### src/rtl/ctrl_decode_stage_pkg.sv
// Shared RV32I/M decode constants and the registered control bundle type.
// Used by the decoder and the stage register; purely declarative.
package ctrl_decode_stage_pkg;

  localparam logic [6:0] OPC_LUI    = 7'b0110111;
  localparam logic [6:0] OPC_AUIPC  = 7'b0010111;
  localparam logic [6:0] OPC_JAL    = 7'b1101111;
  localparam logic [6:0] OPC_JALR   = 7'b1100111;
  localparam logic [6:0] OPC_BRANCH = 7'b1100011;
  localparam logic [6:0] OPC_LOAD   = 7'b0000011;
  localparam logic [6:0] OPC_STORE  = 7'b0100011;
  localparam logic [6:0] OPC_OP_IMM = 7'b0010011;
  localparam logic [6:0] OPC_OP     = 7'b0110011;

  localparam logic [2:0] F3_ADD_SUB = 3'b000;
  localparam logic [2:0] F3_SLL     = 3'b001;
  localparam logic [2:0] F3_SLT     = 3'b010;
  localparam logic [2:0] F3_SLTU    = 3'b011;
  localparam logic [2:0] F3_XOR     = 3'b100;
  localparam logic [2:0] F3_SR      = 3'b101;
  localparam logic [2:0] F3_OR      = 3'b110;
  localparam logic [2:0] F3_AND     = 3'b111;

  localparam logic [6:0] F7_BASE  = 7'b0000000;
  localparam logic [6:0] F7_ALT   = 7'b0100000;
  localparam logic [6:0] F7_RV32M = 7'b0000001;

  localparam logic [3:0] ALU_ADD  = 4'b0000;
  localparam logic [3:0] ALU_SUB  = 4'b0001;
  localparam logic [3:0] ALU_SLTU = 4'b0010;
  localparam logic [3:0] ALU_SLT  = 4'b0011;
  localparam logic [3:0] ALU_XOR  = 4'b0100;
  localparam logic [3:0] ALU_OR   = 4'b0101;
  localparam logic [3:0] ALU_AND  = 4'b0110;
  localparam logic [3:0] ALU_SLL  = 4'b0111;
  localparam logic [3:0] ALU_SRL  = 4'b1000;
  localparam logic [3:0] ALU_SRA  = 4'b1001;

  localparam logic [2:0] IMM_I = 3'b000;
  localparam logic [2:0] IMM_S = 3'b001;
  localparam logic [2:0] IMM_B = 3'b010;
  localparam logic [2:0] IMM_J = 3'b011;
  localparam logic [2:0] IMM_U = 3'b100;

  localparam logic [2:0] WB_ALU    = 3'b000;
  localparam logic [2:0] WB_MEM    = 3'b001;
  localparam logic [2:0] WB_PC4    = 3'b010;
  localparam logic [2:0] WB_IMM    = 3'b011;
  localparam logic [2:0] WB_PC_IMM = 3'b100;
  localparam logic [2:0] WB_MD     = 3'b101;

  typedef enum logic {
    RUN     = 1'b0,
    MD_BUSY = 1'b1
  } md_state_e;

  typedef struct packed {
    logic       alu_src;
    logic       branch;
    logic       jump;
    logic       bu_jb;
    logic       mem_we;
    logic       rf_we;
    logic [2:0] imm_src;
    logic [2:0] wb_src;
    logic [3:0] alu_ctrl;
    logic       md_op;
    logic [2:0] md_funct3;
    logic [4:0] rd;
    logic [4:0] rs1;
    logic [4:0] rs2;
    logic       illegal;
  } ctrl_bundle_t;

  // alt selects SUB/SRA; callers only raise it where those encodings are legal
  function automatic logic [3:0] alu_from_funct3(input logic [2:0] funct3, input logic alt);
    logic [3:0] op;
    case (funct3)
      F3_ADD_SUB: op = alt ? ALU_SUB : ALU_ADD;
      F3_SLL:     op = ALU_SLL;
      F3_SLT:     op = ALU_SLT;
      F3_SLTU:    op = ALU_SLTU;
      F3_XOR:     op = ALU_XOR;
      F3_SR:      op = alt ? ALU_SRA : ALU_SRL;
      F3_OR:      op = ALU_OR;
      default:    op = ALU_AND;
    endcase
    return op;
  endfunction

endpackage

### src/rtl/ctrl_decode_stage_if.sv
// Handshake, stall/flush and registered control bundle of the decode stage.
// The stage itself uses the slave view; the instruction source/EX side uses master.
interface ctrl_decode_stage_if #(
  parameter int ALU_CTRL_W = 4
);
  logic                  i_valid;
  logic                  o_ready;
  logic [31:0]           i_instr;
  logic                  i_stall;
  logic                  i_flush;
  logic                  o_valid;
  logic                  o_alu_op_src_ctrl;
  logic                  o_branch;
  logic                  o_jump;
  logic                  o_bu_jb_ctrl;
  logic                  o_mem_we;
  logic                  o_rf_we_ctrl;
  logic [2:0]            o_sx_imm_src_ctrl;
  logic [2:0]            o_rf_wb_scr_ctrl;
  logic [ALU_CTRL_W-1:0] o_alu_ctrl;
  logic                  o_md_op;
  logic [2:0]            o_md_funct3;
  logic [4:0]            o_rd;
  logic [4:0]            o_rs1;
  logic [4:0]            o_rs2;
  logic                  o_illegal;
  logic                  o_md_busy;

  modport master (
    output i_valid, i_instr, i_stall, i_flush,
    input  o_ready, o_valid, o_alu_op_src_ctrl, o_branch, o_jump, o_bu_jb_ctrl,
           o_mem_we, o_rf_we_ctrl, o_sx_imm_src_ctrl, o_rf_wb_scr_ctrl, o_alu_ctrl,
           o_md_op, o_md_funct3, o_rd, o_rs1, o_rs2, o_illegal, o_md_busy
  );

  modport slave (
    input  i_valid, i_instr, i_stall, i_flush,
    output o_ready, o_valid, o_alu_op_src_ctrl, o_branch, o_jump, o_bu_jb_ctrl,
           o_mem_we, o_rf_we_ctrl, o_sx_imm_src_ctrl, o_rf_wb_scr_ctrl, o_alu_ctrl,
           o_md_op, o_md_funct3, o_rd, o_rs1, o_rs2, o_illegal, o_md_busy
  );

endinterface

### src/rtl/ctrl_decode_stage_rv_decode_comb.sv
// Combinational RV32I instruction -> control bundle decode with illegal detection.
// RV32M_EN adds the funct7=0000001 multiply/divide group; otherwise it is illegal.
module rv_decode_comb
  import ctrl_decode_stage_pkg::*;
(
  input  logic [31:0]  instr,
  output ctrl_bundle_t bundle
);

  logic [6:0] opcode;
  logic [6:0] funct7;
  logic [2:0] funct3;
  logic       illegal;

  assign opcode = instr[6:0];
  assign funct3 = instr[14:12];
  assign funct7 = instr[31:25];

  always_comb begin
    bundle  = '0;
    illegal = 1'b0;
    case (opcode)
      OPC_LUI: begin
        bundle.rf_we   = 1'b1;
        bundle.alu_src = 1'b1;
        bundle.imm_src = IMM_U;
        bundle.wb_src  = WB_IMM;
      end
      OPC_AUIPC: begin
        bundle.rf_we   = 1'b1;
        bundle.alu_src = 1'b1;
        bundle.imm_src = IMM_U;
        bundle.wb_src  = WB_PC_IMM;
      end
      OPC_JAL: begin
        bundle.rf_we   = 1'b1;
        bundle.imm_src = IMM_J;
        bundle.wb_src  = WB_PC4;
        bundle.branch  = 1'b1;
        bundle.jump    = 1'b1;
        bundle.bu_jb   = 1'b1;
      end
      OPC_JALR: begin
        bundle.rf_we   = 1'b1;
        bundle.alu_src = 1'b1;
        bundle.imm_src = IMM_I;
        bundle.wb_src  = WB_PC4;
        bundle.jump    = 1'b1;
      end
      OPC_BRANCH: begin
        bundle.branch   = 1'b1;
        bundle.imm_src  = IMM_B;
        bundle.alu_ctrl = ALU_SUB;
      end
      OPC_LOAD: begin
        bundle.rf_we   = 1'b1;
        bundle.alu_src = 1'b1;
        bundle.imm_src = IMM_I;
        bundle.wb_src  = WB_MEM;
      end
      OPC_STORE: begin
        bundle.mem_we  = 1'b1;
        bundle.alu_src = 1'b1;
        bundle.imm_src = IMM_S;
      end
      OPC_OP_IMM: begin
        bundle.rf_we    = 1'b1;
        bundle.alu_src  = 1'b1;
        bundle.imm_src  = IMM_I;
        // funct7 is immediate data except on shifts, so ADDI can never become SUB
        bundle.alu_ctrl = alu_from_funct3(funct3, funct7[5] && (funct3 == F3_SR));
        if (funct3 == F3_SLL && funct7 != F7_BASE)
          illegal = 1'b1;
        if (funct3 == F3_SR && funct7 != F7_BASE && funct7 != F7_ALT)
          illegal = 1'b1;
      end
      OPC_OP: begin
        bundle.rf_we = 1'b1;
        if (funct7 == F7_BASE)
          bundle.alu_ctrl = alu_from_funct3(funct3, 1'b0);
        else if (funct7 == F7_ALT && (funct3 == F3_ADD_SUB || funct3 == F3_SR))
          bundle.alu_ctrl = alu_from_funct3(funct3, 1'b1);
`ifdef RV32M_EN
        else if (funct7 == F7_RV32M) begin
          bundle.md_op     = 1'b1;
          bundle.md_funct3 = funct3;
          bundle.wb_src    = WB_MD;
        end
`endif
        else
          illegal = 1'b1;
      end
      default: illegal = 1'b1;
    endcase

    // An illegal instruction must not write or redirect anything downstream
    if (illegal) begin
      bundle         = '0;
      bundle.illegal = 1'b1;
    end
    bundle.rd  = instr[11:7];
    bundle.rs1 = instr[19:15];
    bundle.rs2 = instr[24:20];
  end

endmodule

### src/rtl/ctrl_decode_stage.sv
// Registered decode stage: bundle visible one cycle after accept; stall holds, flush bubbles.
// RV32M_EN enables the M-op busy FSM (o_ready low for MD_LATENCY-1 cycles after an M-op accept).
module ctrl_decode_stage
  import ctrl_decode_stage_pkg::*;
#(
  parameter int MD_LATENCY = 4,
  parameter int ALU_CTRL_W = 4
) (
  input logic               i_clk,
  input logic               i_rst,
  ctrl_decode_stage_if.slave bus
);

  ctrl_bundle_t dec_bundle;
  ctrl_bundle_t out_q;
  logic         out_vld_q;
  logic         run;
  logic         xfer;

  rv_decode_comb u_decode (
    .instr  (bus.i_instr),
    .bundle (dec_bundle)
  );

`ifdef RV32M_EN
  localparam int CNT_LOAD = (MD_LATENCY > 1) ? MD_LATENCY - 2 : 0;

  md_state_e  state_q;
  md_state_e  state_d;
  logic [3:0] cnt_q;
  logic [3:0] cnt_d;

  always_ff @(posedge i_clk or posedge i_rst) begin
    if (i_rst) begin
      state_q <= RUN;
      cnt_q   <= '0;
    end else begin
      state_q <= state_d;
      cnt_q   <= cnt_d;
    end
  end

  always_comb begin
    state_d = state_q;
    cnt_d   = cnt_q;
    case (state_q)
      RUN: begin
        if (xfer && dec_bundle.md_op && (MD_LATENCY > 1)) begin
          state_d = MD_BUSY;
          cnt_d   = 4'(CNT_LOAD);
        end
      end
      MD_BUSY: begin
        if (bus.i_flush || cnt_q == 4'd0) begin
          state_d = RUN;
          cnt_d   = '0;
        end else begin
          cnt_d = cnt_q - 4'd1;
        end
      end
      default: begin
        state_d = RUN;
        cnt_d   = '0;
      end
    endcase
  end

  assign run           = (state_q == RUN);
  assign bus.o_md_busy = (state_q == MD_BUSY);
`else
  assign run           = 1'b1;
  assign bus.o_md_busy = 1'b0;
`endif

  // Reset is folded in so nothing is offered as accepted while the core is held
  assign bus.o_ready = run && !bus.i_stall && !bus.i_flush && !i_rst;
  assign xfer        = bus.i_valid && bus.o_ready;

  always_ff @(posedge i_clk or posedge i_rst) begin
    if (i_rst) begin
      out_vld_q <= 1'b0;
      out_q     <= '0;
    end else if (bus.i_flush) begin
      out_vld_q <= 1'b0;
      out_q     <= '0;
    end else if (!bus.i_stall) begin
      if (xfer) begin
        out_vld_q <= 1'b1;
        out_q     <= dec_bundle;
      end else begin
        out_vld_q <= 1'b0;
        out_q     <= '0;
      end
    end
  end

  assign bus.o_valid           = out_vld_q;
  assign bus.o_alu_op_src_ctrl = out_q.alu_src;
  assign bus.o_branch          = out_q.branch;
  assign bus.o_jump            = out_q.jump;
  assign bus.o_bu_jb_ctrl      = out_q.bu_jb;
  assign bus.o_mem_we          = out_q.mem_we;
  assign bus.o_rf_we_ctrl      = out_q.rf_we;
  assign bus.o_sx_imm_src_ctrl = out_q.imm_src;
  assign bus.o_rf_wb_scr_ctrl  = out_q.wb_src;
  assign bus.o_alu_ctrl        = ALU_CTRL_W'(out_q.alu_ctrl);
  assign bus.o_md_op           = out_q.md_op;
  assign bus.o_md_funct3       = out_q.md_funct3;
  assign bus.o_rd              = out_q.rd;
  assign bus.o_rs1             = out_q.rs1;
  assign bus.o_rs2             = out_q.rs2;
  assign bus.o_illegal         = out_q.illegal;

endmodule
### src/flat_wrapper.sv
// flat-port wrapper written by rule: the top's interface ports become plain ports
module ctrl_decode_stage_flat import ctrl_decode_stage_pkg::*;
#(
  parameter int MD_LATENCY = 4,
  parameter int ALU_CTRL_W = 4
)
  (i_clk, i_rst, bus_i_valid, bus_i_instr, bus_i_stall, bus_i_flush, bus_o_ready, bus_o_valid, bus_o_alu_op_src_ctrl, bus_o_branch, bus_o_jump, bus_o_bu_jb_ctrl, bus_o_mem_we, bus_o_rf_we_ctrl, bus_o_sx_imm_src_ctrl, bus_o_rf_wb_scr_ctrl, bus_o_alu_ctrl, bus_o_md_op, bus_o_md_funct3, bus_o_rd, bus_o_rs1, bus_o_rs2, bus_o_illegal, bus_o_md_busy);
  ctrl_decode_stage_if #(.ALU_CTRL_W(ALU_CTRL_W)) bus_i ();
  input logic i_clk;
  input logic i_rst;
  input wire logic [$bits(bus_i.i_valid)-1:0] bus_i_valid;
  input wire logic [$bits(bus_i.i_instr)-1:0] bus_i_instr;
  input wire logic [$bits(bus_i.i_stall)-1:0] bus_i_stall;
  input wire logic [$bits(bus_i.i_flush)-1:0] bus_i_flush;
  output wire logic [$bits(bus_i.o_ready)-1:0] bus_o_ready;
  output wire logic [$bits(bus_i.o_valid)-1:0] bus_o_valid;
  output wire logic [$bits(bus_i.o_alu_op_src_ctrl)-1:0] bus_o_alu_op_src_ctrl;
  output wire logic [$bits(bus_i.o_branch)-1:0] bus_o_branch;
  output wire logic [$bits(bus_i.o_jump)-1:0] bus_o_jump;
  output wire logic [$bits(bus_i.o_bu_jb_ctrl)-1:0] bus_o_bu_jb_ctrl;
  output wire logic [$bits(bus_i.o_mem_we)-1:0] bus_o_mem_we;
  output wire logic [$bits(bus_i.o_rf_we_ctrl)-1:0] bus_o_rf_we_ctrl;
  output wire logic [$bits(bus_i.o_sx_imm_src_ctrl)-1:0] bus_o_sx_imm_src_ctrl;
  output wire logic [$bits(bus_i.o_rf_wb_scr_ctrl)-1:0] bus_o_rf_wb_scr_ctrl;
  output wire logic [$bits(bus_i.o_alu_ctrl)-1:0] bus_o_alu_ctrl;
  output wire logic [$bits(bus_i.o_md_op)-1:0] bus_o_md_op;
  output wire logic [$bits(bus_i.o_md_funct3)-1:0] bus_o_md_funct3;
  output wire logic [$bits(bus_i.o_rd)-1:0] bus_o_rd;
  output wire logic [$bits(bus_i.o_rs1)-1:0] bus_o_rs1;
  output wire logic [$bits(bus_i.o_rs2)-1:0] bus_o_rs2;
  output wire logic [$bits(bus_i.o_illegal)-1:0] bus_o_illegal;
  output wire logic [$bits(bus_i.o_md_busy)-1:0] bus_o_md_busy;
  assign bus_i.i_valid = bus_i_valid;
  assign bus_i.i_instr = bus_i_instr;
  assign bus_i.i_stall = bus_i_stall;
  assign bus_i.i_flush = bus_i_flush;
  assign bus_o_ready = bus_i.o_ready;
  assign bus_o_valid = bus_i.o_valid;
  assign bus_o_alu_op_src_ctrl = bus_i.o_alu_op_src_ctrl;
  assign bus_o_branch = bus_i.o_branch;
  assign bus_o_jump = bus_i.o_jump;
  assign bus_o_bu_jb_ctrl = bus_i.o_bu_jb_ctrl;
  assign bus_o_mem_we = bus_i.o_mem_we;
  assign bus_o_rf_we_ctrl = bus_i.o_rf_we_ctrl;
  assign bus_o_sx_imm_src_ctrl = bus_i.o_sx_imm_src_ctrl;
  assign bus_o_rf_wb_scr_ctrl = bus_i.o_rf_wb_scr_ctrl;
  assign bus_o_alu_ctrl = bus_i.o_alu_ctrl;
  assign bus_o_md_op = bus_i.o_md_op;
  assign bus_o_md_funct3 = bus_i.o_md_funct3;
  assign bus_o_rd = bus_i.o_rd;
  assign bus_o_rs1 = bus_i.o_rs1;
  assign bus_o_rs2 = bus_i.o_rs2;
  assign bus_o_illegal = bus_i.o_illegal;
  assign bus_o_md_busy = bus_i.o_md_busy;
  ctrl_decode_stage #(.MD_LATENCY(MD_LATENCY), .ALU_CTRL_W(ALU_CTRL_W)) u_core (.i_clk(i_clk), .i_rst(i_rst), .bus(bus_i));
endmodule
### config.mk
export PLATFORM = sky130hd
export DESIGN_NAME = ctrl_decode_stage_flat
export DESIGN_NICKNAME = d
export VERILOG_FILES = /design/src/rtl/ctrl_decode_stage_pkg.sv /design/src/rtl/ctrl_decode_stage_if.sv /design/src/rtl/ctrl_decode_stage_rv_decode_comb.sv /design/src/rtl/ctrl_decode_stage.sv /design/src/flat_wrapper.sv
export SDC_FILE = /design/constraint.sdc
export NUM_CORES = 1
export LEC_CHECK = 0
export CORE_MARGIN = 1
export CORE_UTILIZATION = 44
export DETAILED_ROUTE_END_ITERATION = 12
export GPL_TIMING_DRIVEN = 0
export PLACE_DENSITY_LB_ADDON = 0.15
export SLEW_MARGIN = 20
export SYNTH_ARGS = -nofsm -noshare
export SYNTH_HDL_FRONTEND = slang
export SYNTH_SLANG_ARGS = --single-unit
### constraint.sdc
create_clock -name i_clk -period 2 [get_ports i_clk]
set_input_delay 0.2 -clock i_clk [delete_from_list [all_inputs] [get_ports i_clk]]
set_output_delay 0.2 -clock i_clk [all_outputs]
set_load 0.05 [all_outputs]
**Word level (Yosys, flattened, before mapping)**

Cells that the tools add are included.

- Bits in registers: 37
- Input port bits: 37
- Output and inout port bits: 39

- Equality and inequality tests: 18
- Muxes and demuxes: 28
- Reduce and logical (&&, ||, !) cells: 21

Operators with widths:

| cell | number |
|---|---|
| $mux 36 | 4 |
| $pmux 4 s7 | 3 |
| $eq 7x6->1 const B | 4 |
| $pmux 3 s4 | 2 |
| $eq 7x7->1 const B | 3 |
| $mux 1 | 15 |
| $eq 7x5->1 const B | 2 |
| $reduce_or 7->1 | 2 |
| $pmux 4 s3 | 1 |
| $eq 3x3->1 const B | 3 |
| $logic_and 1x1->1 | 8 |
| $mux 4 | 2 |
| $eq 7x2->1 const B | 1 |
| $logic_not 7->1 | 1 |
| $ne 7x6->1 const B | 1 |
| $reduce_bool 7->1 | 1 |
| $eq 3x2->1 const B | 2 |
| $reduce_or 2->1 | 3 |
| $reduce_or 6->1 | 1 |
| $eq 3x1->1 const B | 1 |
| $logic_not 1->1 | 3 |
| $logic_not 3->1 | 1 |
| $pmux 1 s3 | 1 |
| $ne 2x1->1 const B | 1 |
| $logic_or 1x1->1 | 1 |

**Logic depth before layout (Yosys ltp)**

- Depth after elaboration: 10
- Gate-level depth with buffers: 7

**Cells and area by module**

From an unflattened synthesis, not the netlist that was laid out.

- Cell total of the unflattened synthesis: 265
- Area, all modules: 2,391.0 sq um

Modules (own cells, without submodules):

| module | times used | cells each | area each (sq um) | seq. area each (sq um) |
|---|---|---|---|---|
| ctrl_decode_stage | 1 | 171 | 1,776.7 | 925.9 |
| rv_decode_comb | 1 | 94 | 614.3 | 0.0 |

**Least setup slack after synthesis**

No wires, ideal clock.

- Path kind: input -> register
- From: input bus_i_stall
- To: register u_core.out_q, in the netlist u_core.bus.o_rf_wb_scr_ctrl[2]
- Library setup time: 0.090 ns
- Data arrival time: 2.335 ns
- Data required time: 1.910 ns
- Setup slack: -0.425 ns
- Cell stages on the path: 5
- Path buffers: 1
- Cells stage by stage: nor3_1 -> nand2_1 -> or3_1 -> buf_6 -> o31ai_4

- Longest elaborated chain between the ends: 7
- Elaborated cells between the ends (all ways): 8

RTL lines:

| element | line | RTL |
|---|---|---|
| from (decl) | flat_wrapper.sv:13 | `input wire logic [$bits(bus_i.i_stall)-1:0] bus_i_stall;` |
| $logic_not 1->1 | ctrl_decode_stage.sv:76 | `assign bus.o_ready = run && !bus.i_stall && !bus.i_flush && !i_rst;` |
| $logic_and 1x1->1 (2 in a row) | ctrl_decode_stage.sv:76 |  |
| $logic_and 1x1->1 | ctrl_decode_stage.sv:77 | `assign xfer = bus.i_valid && bus.o_ready;` |
| $mux 36 | ctrl_decode_stage.sv:87 | `if (xfer) begin` |
| $mux 36 | ctrl_decode_stage.sv:86 | `end else if (!bus.i_stall) begin` |
| $mux 36 | ctrl_decode_stage.sv:83 | `end else if (bus.i_flush) begin` |
| to (signal assigned) | ctrl_decode_stage.sv:89 | `out_q <= dec_bundle;` |
| to (decl) | ctrl_decode_stage.sv:15 | `ctrl_bundle_t out_q;` |

Parallel ways exist; a longest one is shown, timed or not. The select of a mux whose other input is x is not followed.
A chain may end at the register's enable or synchronous reset.

**Final worst setup path**

- From: input bus_i_instr[4]
- To: register u_core.out_q, in the netlist u_core.bus.o_rf_wb_scr_ctrl[1]

- Longest elaborated chain between the ends: 7
- Elaborated cells between the ends (all ways): 17

RTL lines:

| element | line | RTL |
|---|---|---|
| from (decl) | flat_wrapper.sv:12 | `input wire logic [$bits(bus_i.i_instr)-1:0] bus_i_instr;` |
| $eq 7x2->1, or another cell as far along | ctrl_decode_stage_rv_decode_comb.sv:22 | `case (opcode)` |
| $reduce_or 7->1 (no source line) or $reduce_or 2->1 (tied branches) | - |  |
| $pmux 1 s3 or $pmux 3 s4 (tied branches) | ctrl_decode_stage_rv_decode_comb.sv:22 |  |
| $mux 36 (*) | ctrl_decode_stage_rv_decode_comb.sv:97 | `if (illegal) begin` |
| $mux 36 (*) | ctrl_decode_stage.sv:87 |  |
| $mux 36 (*) | ctrl_decode_stage.sv:86 |  |
| $mux 36 (*) | ctrl_decode_stage.sv:83 |  |

Every way passes the cells marked *; elsewhere a longest branch is shown, timed or not. The select of a mux whose other input is x is not followed.

==> metrics <==
remaining global-route overflow 0; Die W 63.2 um; Post-CTS Hold Fix Bufs 0; WL final 4.25 mm; Worst R2R Setup Slack 1.28 ns; port bufs 67; final worst slack 0.138 ns; Detailed Place HPWL 3.15 mm; Post-synth top cells dfrtp_1, nand2_1, a22o_1, o21ai_0, buf_4; Worst Hold End u_core.bus.o_bu_jb_ctrl; min cycle time layout 1.86 ns; Final Hold Viols 0; critical hold path startpoint bus_i_instr[3]; R2R cell count 1; Max FO, Critical Path 10; vias in the first global route 1485; Post-Route Setup TNS 0 ns; RSZ-0062 raised after global routing false; Slew Limit Fails 0; fmax 0.537 GHz; synthesized area per cell 10.1 um^2; RR Startpoint u_core.bus.o_alu_op_src_ctrl; H-Tree Depth 2; Final Non-Filler Cells 289; max incr delay on CP 0.44 ns; largest cells by area after synthesis dfrtp_1, a22o_1, nand2_1, o21ai_0, buf_4; Die Y 63.2 um; Core Area 3470 um^2; WP data required 2.19 ns; Setup WS pre-CTS -0.216 ns; proportion of layout cells with a drive suffix above 1 11.5%; largest net degree at the start of global routing 33; CP endpoint kind register; reg2reg end u_core.bus.o_alu_op_src_ctrl; Post-synth top flop dfrtp_1; top-count cell post-synth dfrtp_1; final net count 279; Hold Crit Class in2reg; max_cap viols 0; crit-path cells clkdlybuf4s50_1 > buf_4 > nand4b_1 > nand2_1 > o2111ai_1 > or3_1 > buf_6 > o21ai_0; placed insts 280; Peak supply drop 581 uV; CTS buffer count 5; initial antenna violation count 0; gpl congestion 0.785; final setup vio count 0; # fillers 276; Startpoint Class input port; outcome finished clean; ANT cells 0; CP delay by family, top buffers and inverters; CTS tree built; DRC 0; row count 21; Layout Skew 0 ns; Vias/cell 5.31; GRT Overall Usage 22.4%; Die Area 4000 um^2; Clock Latency Late Sink 0.27 ns; routed via count 1534; Worst Hold Depth 3; Slew @ Worst Pin 0.658 ns; Crit path arrival time 2.05 ns; clk sinks 32; dominant cell type by area after synthesis dfrtp_1; post-route ant nets 0; DR WL/cell 14.7 um; initial core utilization 47.5%; Slew Limit Headroom 56.1%; kind of critical path in2reg; Final Cycle Share 93.1%; warnings from Yosys 0; Unique masters post-synth 36; ys async rst share 100%; number of DRC markers in iteration 0 84; sequential fraction of the synthesis area 48.6%; I/O pins 76; share of the synthesized area in the top cell type 48.6%; root buf cell clkbuf_8; Buf/Inv on CP 3; Synth Instances 163; Clock Path Buffers 2; area grow syn2layout 52.7%; first-pass GRT wire length 6.96 mm; pwr dens 607 nW/um^2; first-pass iteration count of the detailed router 4; Mapped Area 1650 um^2; CP max-delay cell clkdlybuf4s50_1; Static Leak 0.00111 uW; Synth Register Bits 32; number of synthesized flops with an enable pin 0; CTS clk-pin slew, worst paths 0.07 ns
==> flip-flops by register name, summed over array words and instances (netlist names) <==
signal,flops
u_core.bus.o_rs1,5
u_core.bus.o_valid,1
u_core.bus.o_rf_we_ctrl,1
u_core.bus.o_sx_imm_src_ctrl,3
u_core.bus.o_jump,1
u_core.bus.o_mem_we,1
u_core.bus.o_bu_jb_ctrl,1
u_core.bus.o_rs2,5
u_core.bus.o_alu_op_src_ctrl,1
u_core.bus.o_alu_ctrl,4
u_core.bus.o_illegal,1
u_core.bus.o_rf_wb_scr_ctrl,3
u_core.bus.o_rd,5
==> metrics by stage <==
stage / power (uW) / area [um^2] / util (%) / hold WS, ns
6_report: 1530 / 2520 / 72.6 / 0.260
3_3_place_gp: 923 / 2400 / 69.1 / 0.453
3_5_place_dp: 932 / 2400 / 69.1 / 0.461
2_1_floorplan: 818 / 1670 / - / 0.316
5_1_grt: 1580 / 2520 / 72.6 / 0.288
4_1_cts: 1530 / 2500 / 72.2 / 0.259
==> kinds of logic after synthesis <==
family	Yosys count	synth area share (%)
AND/OR/NAND/NOR	60	20.1
AO/OA/AOI/OAI	46	22.2
flip-flops	32	48.6
buffers and inverters	21	7.36
XOR/XNOR	3	1.59
other	1	0.227
==> worst min-delay path: stages <==
cell and delay (ns):
buf_4 0.14, nand2_1 0.07, o21ai_0 0.08
==> cell type report <==
| cell class | instances | area (um^2) | share of cell area [%] |
|---|---|---|---|
| sequential | 32 | 801 | 31.8 |
| timing repair buffer | 68 | 683 | 27.1 |
| tap | 46 | 57.6 | 2.29 |
| inverter | 2 | 7.51 | 0.298 |
| multi-input combinational | 114 | 747 | 29.7 |
| clock buffer | 6 | 72.6 | 2.88 |
| buffer | 19 | 114 | 4.52 |
| clock inverter | 2 | 35.0 | 1.39 |
==> cells in the final DEF (no fill, tap or decap), drive strengths merged, types with 2 or more instances in the layout <==
cell	synthesis	final
o31ai	4	4
a21oi	2	2
conb	1	5
nor3	2	2
nor2b	5	5
nand3	4	4
dfrtp	32	32
and2	2	2
a22o	19	19
xor2	2	2
inv	2	2
nor3b	3	3
clkbuf	6	12
nand2	24	24
buf	13	14
nand2b	4	4
clkdlybuf4s50	0	65
nor2	6	6
or3	2	2
dlymetal6s2s	0	2
o21ai	15	15
nand4b	2	2
==> how the worst max path moves through the flow <==
stage | start | to | slack (ns) | depth (start not counted)
after floorplan | bus_i_stall | u_core.bus.o_rf_wb_scr_ctrl[2] | 0.09 | 5
after detailed placement | bus_i_instr[5] | u_core.bus.o_rf_wb_scr_ctrl[0] | -0.22 | 5
after global routing | bus_i_instr[2] | u_core.bus.o_rf_wb_scr_ctrl[1] | 0.04 | 8
after CTS | bus_i_instr[5] | u_core.bus.o_rf_wb_scr_ctrl[0] | 0.06 | 5
after global placement | bus_i_instr[5] | u_core.bus.o_rf_wb_scr_ctrl[2] | -0.16 | 7
final | bus_i_instr[4] | u_core.bus.o_rf_wb_scr_ctrl[1] | 0.14 | 8
==> layer usage <==
metal	vias up	GRT usage, %	routed length (um)
li1	733	-	-
met3	6	5.80	247
met5	-	0	0
met4	0	5.11	31
met2	61	39.2	2160
met1	734	27.4	1820
==> power by group <==
part | switching [uW] | internal, uW
Clock | 238 | 369
Sequential | 4.65 | 656
Combinational | 146 | 114
==> what timing repair did <==
action                                  4_1_cts  5_1_grt
buffers inserted                              0        1
endpoints found under the setup margin        0       11
gates resized for setup                       0        2
(Power assumes the default switching activity.)
